File: src/rtl/fp_add_scheduler.sv
`default_nettype none
// ============================================================================
// Module      : fp_add_scheduler
// Description : Round-robin scheduler that time-shares one combinational
//               single-precision adder between NUM_REQ requesters. It grants
//               one requester, registers its operands, captures the sum and
//               returns it with the requester ID over a valid/ready channel.
// Revision    : 1.0 - initial release
// ============================================================================
module fp_add_scheduler #(
    parameter int NUM_REQ = 4,
    parameter int ID_W    = 2,
    parameter int CNT_W   = 16
) (
    input  logic                  clk,
    input  logic                  rst_n,
    input  logic [NUM_REQ-1:0]    req_valid,
    input  logic [32*NUM_REQ-1:0] req_a,
    input  logic [32*NUM_REQ-1:0] req_b,
    output logic [NUM_REQ-1:0]    req_ready,
    output logic [31:0]           add_a,
    output logic [31:0]           add_b,
    input  logic [31:0]           add_result,
    output logic                  resp_valid,
    input  logic                  resp_ready,
    output logic [31:0]           resp_data,
    output logic [ID_W-1:0]       resp_id,
    output logic                  busy,
    output logic [CNT_W-1:0]      op_count
);

    localparam logic [1:0] IDLE    = 2'd0;
    localparam logic [1:0] COMPUTE = 2'd1;
    localparam logic [1:0] RESP    = 2'd2;

    logic [1:0]      state;
    logic [1:0]      state_nxt;
    logic [ID_W-1:0] rr_ptr;
    logic [31:0]     op_a;
    logic [31:0]     op_b;

    logic            grant_found;
    logic [ID_W-1:0] grant_idx;
    logic [ID_W:0]   cand;
    logic [31:0]     sel_a;
    logic [31:0]     sel_b;
    logic            accept;
    logic [ID_W-1:0] ptr_nxt;

    // Round-robin search: first valid requester starting at rr_ptr, wrapping modulo NUM_REQ
    always_comb begin
        grant_found = 1'b0;
        grant_idx   = '0;
        cand        = '0;
        for (int k = 0; k < NUM_REQ; k++) begin
            cand = {1'b0, rr_ptr} + (ID_W+1)'(k);
            if (cand >= (ID_W+1)'(NUM_REQ)) begin
                cand = cand - (ID_W+1)'(NUM_REQ);
            end
            if (!grant_found && req_valid[cand[ID_W-1:0]]) begin
                grant_found = 1'b1;
                grant_idx   = cand[ID_W-1:0];
            end
        end
    end

    // Operand mux for the granted requester
    always_comb begin
        sel_a = '0;
        sel_b = '0;
        for (int i = 0; i < NUM_REQ; i++) begin
            if (grant_idx == ID_W'(i)) begin
                sel_a = req_a[32*i +: 32];
                sel_b = req_b[32*i +: 32];
            end
        end
    end

    assign accept  = (state == IDLE) && grant_found;
    assign ptr_nxt = (grant_idx == ID_W'(NUM_REQ-1)) ? '0 : grant_idx + 1'b1;

    // State register
    always_ff @(posedge clk or negedge rst_n) begin
        if (!rst_n) begin
            state <= IDLE;
        end else begin
            state <= state_nxt;
        end
    end

    // Next-state logic
    always_comb begin
        state_nxt = state;
        case (state)
            IDLE:    if (grant_found) state_nxt = COMPUTE;
            COMPUTE: state_nxt = RESP;
            RESP:    if (resp_ready) state_nxt = IDLE;
            default: state_nxt = IDLE;
        endcase
    end

    // FSM outputs: one-hot accept strobe only in IDLE, busy otherwise
    always_comb begin
        req_ready = '0;
        if (accept) begin
            req_ready[grant_idx] = 1'b1;
        end
        busy = (state != IDLE);
    end

    // Datapath registers: operands and ID on accept, sum in COMPUTE, count on handshake
    always_ff @(posedge clk or negedge rst_n) begin
        if (!rst_n) begin
            rr_ptr     <= '0;
            op_a       <= '0;
            op_b       <= '0;
            resp_data  <= '0;
            resp_id    <= '0;
            resp_valid <= 1'b0;
            op_count   <= '0;
        end else begin
            if (accept) begin
                op_a    <= sel_a;
                op_b    <= sel_b;
                resp_id <= grant_idx;
                rr_ptr  <= ptr_nxt;
            end
            if (state == COMPUTE) begin
                resp_data  <= add_result;
                resp_valid <= 1'b1;
            end
            if ((state == RESP) && resp_valid && resp_ready) begin
                resp_valid <= 1'b0;
                op_count   <= op_count + 1'b1;
            end
        end
    end

    // Adder inputs always come straight from the operand registers
    assign add_a = op_a;
    assign add_b = op_b;

endmodule
`default_nettype wire

File: config.mk
export PLATFORM = sky130hd
export DESIGN_NAME = fp_add_scheduler
export DESIGN_NICKNAME = d
export VERILOG_FILES = /design/src/rtl/fp_add_scheduler.sv
export SDC_FILE = /design/constraint.sdc
export NUM_CORES = 1
export LEC_CHECK = 0
export CAP_MARGIN = 0
export CORE_AREA = 2 2 162 164
export DETAILED_ROUTE_END_ITERATION = 6
export DIE_AREA = 0 0 164 166
export PLACE_DENSITY_LB_ADDON = 0.15
export SYNTH_ARGS = -nofsm -noshare
export SYNTH_HDL_FRONTEND = slang
export SYNTH_SLANG_ARGS = --single-unit
File: constraint.sdc
create_clock -name clk -period 2.3 [get_ports clk]
set_input_delay 0.23 -clock clk [delete_from_list [all_inputs] [get_ports clk]]
set_output_delay 0.23 -clock clk [all_outputs]
set_load 0.01 [all_outputs]
==> results of run 1 <==
[timing repair]
action,CTS,global route
endpoints found under the setup margin,4,47
buffers inserted,2,1
gates cloned,0,1
gates resized for setup,14,18
endpoints found under the hold margin,47,0
pin swaps,2,7
hold buffers,1,0
[layer usage]
| metal | wire (µm) | track usage | vias up |
|---|---|---|---|
| met4 | 478 | 0.0545 | 0 |
| met1 | 10700 | 0.217 | 3359 |
| met3 | 2170 | 0.0564 | 19 |
| met2 | 13300 | 0.332 | 288 |
| met5 | 0 | 0 | - |
| li1 | - | - | 3619 |
[state kept, by name (all words and copies together), names as in the netlist]
signal / flops
add_b: 32
rr_ptr: 2
add_a: 32
op_count: 16
resp_data: 32
resp_valid: 1
state: 2
resp_id: 2
[report_power, final]
| part | leakage, µW | switching (µW) | internal (µW) | total [µW] |
|---|---|---|---|---|
| sequential | 0.00141 | 582 | 3110 | 3690 |
| clock | 0.000278 | 1150 | 1540 | 2690 |
| combinational | 0.00334 | 4460 | 4500 | 8970 |
| total | 0.00503 | 6200 | 9150 | 15300 |
[layout by cell type, fill, tap and decap left out, types with 2 or more instances in the layout]
cell type / netlist / final
a22oi_1: 64 / 62
nor2_1: 70 / 70
nand2_1: 73 / 73
mux2_2: 35 / 35
clkbuf_2: 0 / 2
inv_6: 0 / 7
ha_4: 0 / 3
dfrtp_1: 119 / 119
and4_1: 2 / 2
a22oi_2: 0 / 2
clkinvlp_4: 0 / 3
nand4_1: 5 / 5
buf_12: 0 / 9
buf_6: 7 / 2
a21oi_1: 144 / 142
nor3_2: 1 / 2
o21ai_0: 65 / 58
nor3b_1: 2 / 2
inv_8: 0 / 3
and3_1: 2 / 2
clkbuf_16: 0 / 18
xor2_1: 5 / 5
inv_1: 71 / 71
o21ai_1: 0 / 7
a21oi_2: 53 / 55
and2_1: 4 / 4
xnor2_1: 10 / 10
buf_4: 7 / 28
nor3_1: 3 / 2
nand3_1: 2 / 2
clkdlybuf4s50_1: 0 / 408
[final cells by class]
type | instances | area (µm²) | area share
multi-input cells | 556 | 3440 | 0.280
flip-flops and latches | 119 | 2980 | 0.243
clock buffers | 17 | 425 | 0.0347
repair buffers | 454 | 4590 | 0.374
inverters | 71 | 267 | 0.0217
clock inverters | 15 | 156 | 0.0127
diodes | 1 | 2.50 | 0.000204
well taps | 335 | 419 | 0.0341
[path summary, 6_finish.rpt]
| path | endpoint | slack (ns) | start |
|---|---|---|---|
| max | req_ready[2] | 0.07 | rr_ptr[0]$_DFFE_PN0N_ |
| min | resp_data[26]$_DFFE_PN0P_ | 0.32 | rst_n |
| max reg2reg | add_b[31]$_DFFE_PN0N_ | 0.09 | rr_ptr[0]$_DFFE_PN0N_ |
| min reg2reg | op_count[15]$_DFFE_PN0P_ | 0.48 | op_count[15]$_DFFE_PN0P_ |
| max in group asynchronous | op_count[3]$_DFFE_PN0P_ | 1.24 | rst_n |
| min in group clk | resp_data[5]$_DFFE_PN0P_ | 0.42 | add_result[5] |
[Yosys cell counts]
cell type    n  share of area
o21ai_0     65          0.047
or2_2        1        0.00090
a31oi_4      1         0.0031
a21oi_1    144           0.10
nand2b_1     2         0.0018
a211oi_1     1         0.0011
buf_2       13         0.0094
nand4bb_1    1         0.0016
o22ai_1      1        0.00090
clkbuf_1    28          0.015
and4_1       2         0.0025
nand4_1      5         0.0045
a21oi_2     53          0.067
buf_6        7          0.011
a22oi_1     64          0.069
nand4b_4     1         0.0034
buf_1       13         0.0070
nor2_1      70          0.038
or2_1        1        0.00090
nand2_1     73          0.039
and3_1       2         0.0018
mux2_2      35          0.057
ha_1         5         0.0090
nand3_1      2         0.0014
dfrtp_1    119           0.43
inv_1       71          0.038
nor3_1       3         0.0022
nor3b_1      2         0.0022
xnor2_1     10          0.013
buf_4        7         0.0076
and4b_1      1         0.0014
xor2_1       5         0.0063
and2_1       4         0.0036
nor2b_1      1        0.00090
nor3_2       1         0.0014
[through the flow]
stage               std cells  TNS (ns)  setup WS, ns  hold WS (ns)
floorplan                 814         0        0.0542       -0.0656
global placement         1530    -10.71        -0.279         0.206
detailed placement       1530    -13.78        -0.336         0.207
CTS                      1565  -0.00147      -0.00147         0.330
global route             1568    -0.212       -0.0356         0.350
finish                   1568         0        0.0701         0.316
[cells by family after synthesis]
| family | Yosys count | share of synthesized area |
|---|---|---|
| AO/OA/AOI/OAI | 329 | 0.291 |
| AND/OR/NAND/NOR | 172 | 0.108 |
| buffers and inverters | 139 | 0.0887 |
| flip-flops | 119 | 0.428 |
| multiplexers | 35 | 0.0566 |
| XOR/XNOR | 15 | 0.0189 |
| adder cells (fa/ha/maj) | 5 | 0.00899 |
==> impl_metrics.py, run 1 <==
metrics = {
    "placed_design": {
        "gp_congestion": 0.812,
        "placed_cell_area_um2": 11600,
        "io_buffers": 414,
        "dp_hpwl_mm": 20.4,
    },
    "yosys": {
        "ys_types": 35,
        "syn_nets": 1114,
        "yosysSeqAreaShare": 0.428,
        "postSynthCellCount": 814,
        "synth_area_um2": 6960,
        "postSynthAreaPerCell_um2": 8.55,
        "yosysWarnings": 0,
        "ys_seq_elements": 119,
    },
    "critical_path": {
        "worst-setup-path-type": "flip-flop to primary output",
        "crit_fanout": 4,
        "crit_arrival_ns": 2.00,
        "path_buf_inv": 3,
        "critPathLaunchType": "flip-flop",
        "cp.depth": 8,
        "cp_common_cell": "buf_4",
        "rr_worst_depth": 11,
        "max_stage_delay_ns": 0.41,
        "cp_slowest_cell": "dfrtp_1",
        "endpoint_kind": "primary output",
        "crit_chain": "nand2b_4 -> a21oi_1 -> nor3_2 -> buf_4 -> buf_4 -> ha_4 -> and2_1 -> buf_4",
        "cp_top_family": "buffers and inverters",
        "critPathRequiredTime_ns": 2.07,
    },
    "routing": {
        "vias": 7285,
        "wirelength_mm": 26.7,
        "final_antenna_net_count": 0,
        "drt_iter0_drc": 308,
        "drc": 0,
        "drt_first_pass_iters": 4,
        "drt-vias-per-instance": 4.65,
        "wire_per_inst_um": 17.0,
    },
    "pwr": {
        "p_leak_uw": 0.00503,
        "total_power_uw": 15300,
        "power_density_nw_per_um2": 1250,
        "peakVddDrop_mv": 0.505,
    },
    "floorplanning": {
        "start_util": 0.272,
        "ios": 415,
        "die-area_um2": 27200,
        "die_width_um": 164,
        "num_rows": 59,
        "coreArea_um2": 25600,
        "die_y_um": 166,
    },
    "worst_hold_path": {
        "holdCritPathClass": "input pin to asynchronous set/reset pin",
    },
    "global_route": {
        "gr-usage-all-layers": 0.187,
        "antenna_found_initial": 1,
        "grt_pass1_wl_mm": 39.5,
        "grt_max_degree": 72,
        "overflow": 0,
        "grt_pass1_vias": 7022,
    },
    "layout": {
        "finish.utilization": 0.479,
        "finish.net_count": 1519,
        "fillers": 2486,
        "drive_above_1_share": 0.146,
        "postLayoutCellArea_um2": 12300,
        "syn_to_final_growth_pct": 76.4,
    },
    "cts": {
        "htreeDepth": 4,
        "cts_max_path_buffers": 2,
        "clock_latency_ns": 0.41,
        "clock_sinks": 119,
        "cts_made_buffers": 17,
        "clk_pin_slew_ns": 0.07,
        "root_buffer": "clkbuf_16",
        "tritoncts": "built",
    },
    "flow_run": {
        "cap_violations": 0,
    },
    "timing": {
        "finalHoldViolCount": 0,
        "final_max_slew_viol_count": 0,
        "clock_skew_ns": 0.0123,
        "timing.final.crit_share": 0.970,
        "clock.fmax_ghz": 0.448,
        "period_needed_ns": 2.23,
        "slew_headroom": 0.672,
        "rsz0062_at_grt": "yes",
        "worst_slew_pin_slew_ns": 0.492,
        "finalSetupViolations": 0,
    },
    "status": {
        "status": "complete, no violations",
    },
}
No activity file was read; power rests on OpenSTA's default activity.
==> run 2, diff against run 1 <==
--- a/config.mk
+++ b/config.mk
@@ -7,6 +7,7 @@
 export LEC_CHECK = 0
 export CAP_MARGIN = 0
 export CORE_AREA = 2 2 162 164
+export CTS_CLUSTER_SIZE = 40
 export DETAILED_ROUTE_END_ITERATION = 6
 export DIE_AREA = 0 0 164 166
 export PLACE_DENSITY_LB_ADDON = 0.15
==> results of run 2 <==
Same layout as run 1: the final DEF is identical, and so are final timing and power.
==> RTL edit: new RTL, config.mk and constraints of run 1 <==
Reset style: synchronous (`rst_n`), changed in 2 clocked blocks.
--- a/src/rtl/fp_add_scheduler.sv
+++ b/src/rtl/fp_add_scheduler.sv
@@ -80,7 +80,7 @@
     assign ptr_nxt = (grant_idx == ID_W'(NUM_REQ-1)) ? '0 : grant_idx + 1'b1;
 
     // State register
-    always_ff @(posedge clk or negedge rst_n) begin
+    always_ff @(posedge clk) begin
         if (!rst_n) begin
             state <= IDLE;
         end else begin
@@ -109,7 +109,7 @@
     end
 
     // Datapath registers: operands and ID on accept, sum in COMPUTE, count on handshake
-    always_ff @(posedge clk or negedge rst_n) begin
+    always_ff @(posedge clk) begin
         if (!rst_n) begin
             rr_ptr     <= '0;
             op_a       <= '0;
Check against the original RTL: differs if rst_n is asserted again (counterexample within 4 cycles, from zero or initial values and one cycle with rst_n low); with rst_n held inactive, the same outputs for 4 cycles.
==> RTL edit against run 1 <==
Critical endpoint is now add_b[5]. Combinational power fell by 46%. Sequential share of layout area fell by 5.3 points. Highest routed layer unchanged. Final area rose by 2.7%. Largest cell class unchanged. Via count rose by 6.9%. Worst setup slack got worse by 67 ps. Power fell by 34%. Sequential cell count did not move. Cell count rose by 0.45%. Synthesized area fell by 11%. Count of clock-buffer cells in the layout did not move. Wire length rose by 17%. Non-clock buffer count rose by 35.
==> RTL edit: results (changes against run 1) <==
| Metric | Value |
|---|---|
| Status | `finished, final reports clean` |
| FFs w/ async S/R, synth | `0% (-100 points)` |
| First-pass GRT wire length | `44500 um (+13%)` |
| Skew final | `16.2 ps (+3.90 ps)` |
| Vias in the first global route | `7774 (+11%)` |
| Clock Pin Slew Worst Setup and Hold Paths | `60 ps` |
| Peak supply drop | `0.000395 V (-22%)` |
| Port bufs | `414 (unchanged)` |
| Number of synthesis warnings | `0 (unchanged)` |
| P_leak | `4.86 nW (-3.3%)` |
| Top cells by area, synth | `dfxtp_1 (38%), a221o_1 (10%), a21oi_1 (8.3%), a221oi_1 (7.6%), nor2_1 (4.9%)` |
| Area post-placement | `11100 sq um (-4.6%)` |
| Crit path max-delay cell type | `dfxtp_2` |
| Final wirelength | `31300 um (+17%)` |
| Drt pass-1 iters | `5 (+1)` |
| CTS Buf Count | `17 (unchanged)` |
| HPWL after DPL | `21300 um (+4.4%)` |
| Unique cell type count in the Yosys netlist | `46 (+31%)` |
| NumNets Final | `1525 (+0.39%)` |
| Iteration-0 DRC Markers | `442 (+44%)` |
| Syn_area_per_cell | `7.83 sq um (-8.4%)` |
| Syn nets | `1095 (-1.7%)` |
| CTS max path bufs | `2 (unchanged)` |
| Fin. Hold Viols | `0 (unchanged)` |
| CP arrival | `2590 ps (+590 ps)` |
| Routability cong. | `0.837 (+3.0%)` |
| Main synth FF type | `dfxtp_1` |
| Pin count of the biggest net entering global routing | `54 (-25%)` |
| Reg2Reg Depth | `11 (unchanged)` |
| Net switching fraction of the power | `34.3% (-6.1 points)` |
| Hold Path Class | `input pin to register` |
| Clock tree root buffer cell | `clkbuf_16` |
| Final std cells w/o fill | `1575 (+0.45%)` |
| Total number of H-tree levels | `4 (unchanged)` |
| Hold depth | `3` |
| Post-synth EDFFs | `0 (unchanged)` |
| Layout cell share with drive strength beyond 1 | `16.3% (+1.7 points)` |
| Worst Tran Pin Value | `556 ps (+64.3 ps)` |
| CP max FO | `5 (+1)` |
| Initial antenna violation count | `2 (+1)` |
| Clk Latency, worst-skew pair | `around 420 ps` |
| Post-synth top cells | `dfxtp_1 (119), a21oi_1 (103), nor2_1 (81)` |
| Post-synthesis sequential area ratio | `38.3% (-4.5 points)` |
| Via/cell ratio | `4.95 (+6.5%)` |
| Worst path max stage delay | `360 ps (-50 ps)` |
| All-Layer GR Usage | `21.3% (+2.5 points)` |
-- RTL edit: cell count changes in the layout (fill, tap and decap cells not counted), moves of 43 or more --
cell and change:
dfrtp_1 -119, dfxtp_1 +117, a221o_1 +64, a22oi_1 -62
a221oi_2 +60, a21oi_2 -52, a21oi_1 -43
-- RTL edit: critical path, delay by kind of cell (launching register included) --
family,cells,cell delay [ps]
buffers and inverters,2,270
adder cells (fa/ha/maj),1,180
AO/OA/AOI/OAI,3,750
AND/OR/NAND/NOR,5,620
flip-flops,1,360
-- RTL edit: final timing paths --
path                start  slack (ps)           end
max reg2reg     rr_ptr[0]           3      add_b[5]
min                 rst_n         290  op_count[10]
max             rr_ptr[0]           3      add_b[5]
min reg2reg  resp_data[1]         450  resp_data[1]
-- RTL edit: through the flow --
step | TNS (ps) | setup slack (ps)
5_1_grt | -3740 | -103
4_1_cts | 0 | 1.37
3_5_place_dp | -41840 | -724
3_3_place_gp | -37620 | -653
6_report | 0 | 2.68
2_1_floorplan | 0 | 60.4
-- RTL edit: cell families after synthesis --
| family | count (synthesis) | synth area share [%] |
|---|---|---|
| AOI/OAI and AO/OA | 308 | 35.4 |
| and+or+nand+nor | 203 | 14.2 |
| buffers and inverters | 147 | 9.23 |
| DFF | 119 | 38.3 |
| xor gates and xnor gates | 9 | 1.27 |
| adders and majority gates | 5 | 1.01 |
| muxes | 4 | 0.644 |
-- RTL edit: layer usage --
| layer | vias up | GRT usage (%) | part of all wire [%] |
|---|---|---|---|
| met3 | 37 | 6.49 | 6.8 |
| met2 | 267 | 36.4 | 50 |
| met5 | - | 0 | 0 |
| met1 | 3733 | 25.1 | 41 |
| li1 | 3753 | - | - |
| met4 | 0 | 7.02 | 2.3 |
-- RTL edit: repair_timing --
| item | CTS | global route |
|---|---|---|
| resized for setup | 47 | 73 |
| endpoints found under the setup margin | 68 | 61 |
| buffers inserted | 2 | 9 |
| pin swaps | 4 | 56 |
| cloned | 3 | 11 |
-- RTL edit: layout make-up --
type	count	area, sq um
clock buffer	17	425
timing repair buffer	489	5170
tap	335	419
clock inverter	15	191
antenna	2	5.00
inverter	67	251
fill	2506	13000
sequential	119	2380
multi-input combinational	531	3760
-- RTL edit: power by group through the flow --
stage / sequential [mW] / clock, mW / combinational [mW]
after CTS: 2.53 / 2.91 / 4.14
after detailed placement: 2.56 / 0 / 3.92
after global routing: 2.57 / 3.02 / 5.14
final: 2.53 / 2.85 / 4.82
after global placement: 2.56 / 0 / 3.93
after floorplan: 2.69 / 0 / 1.73
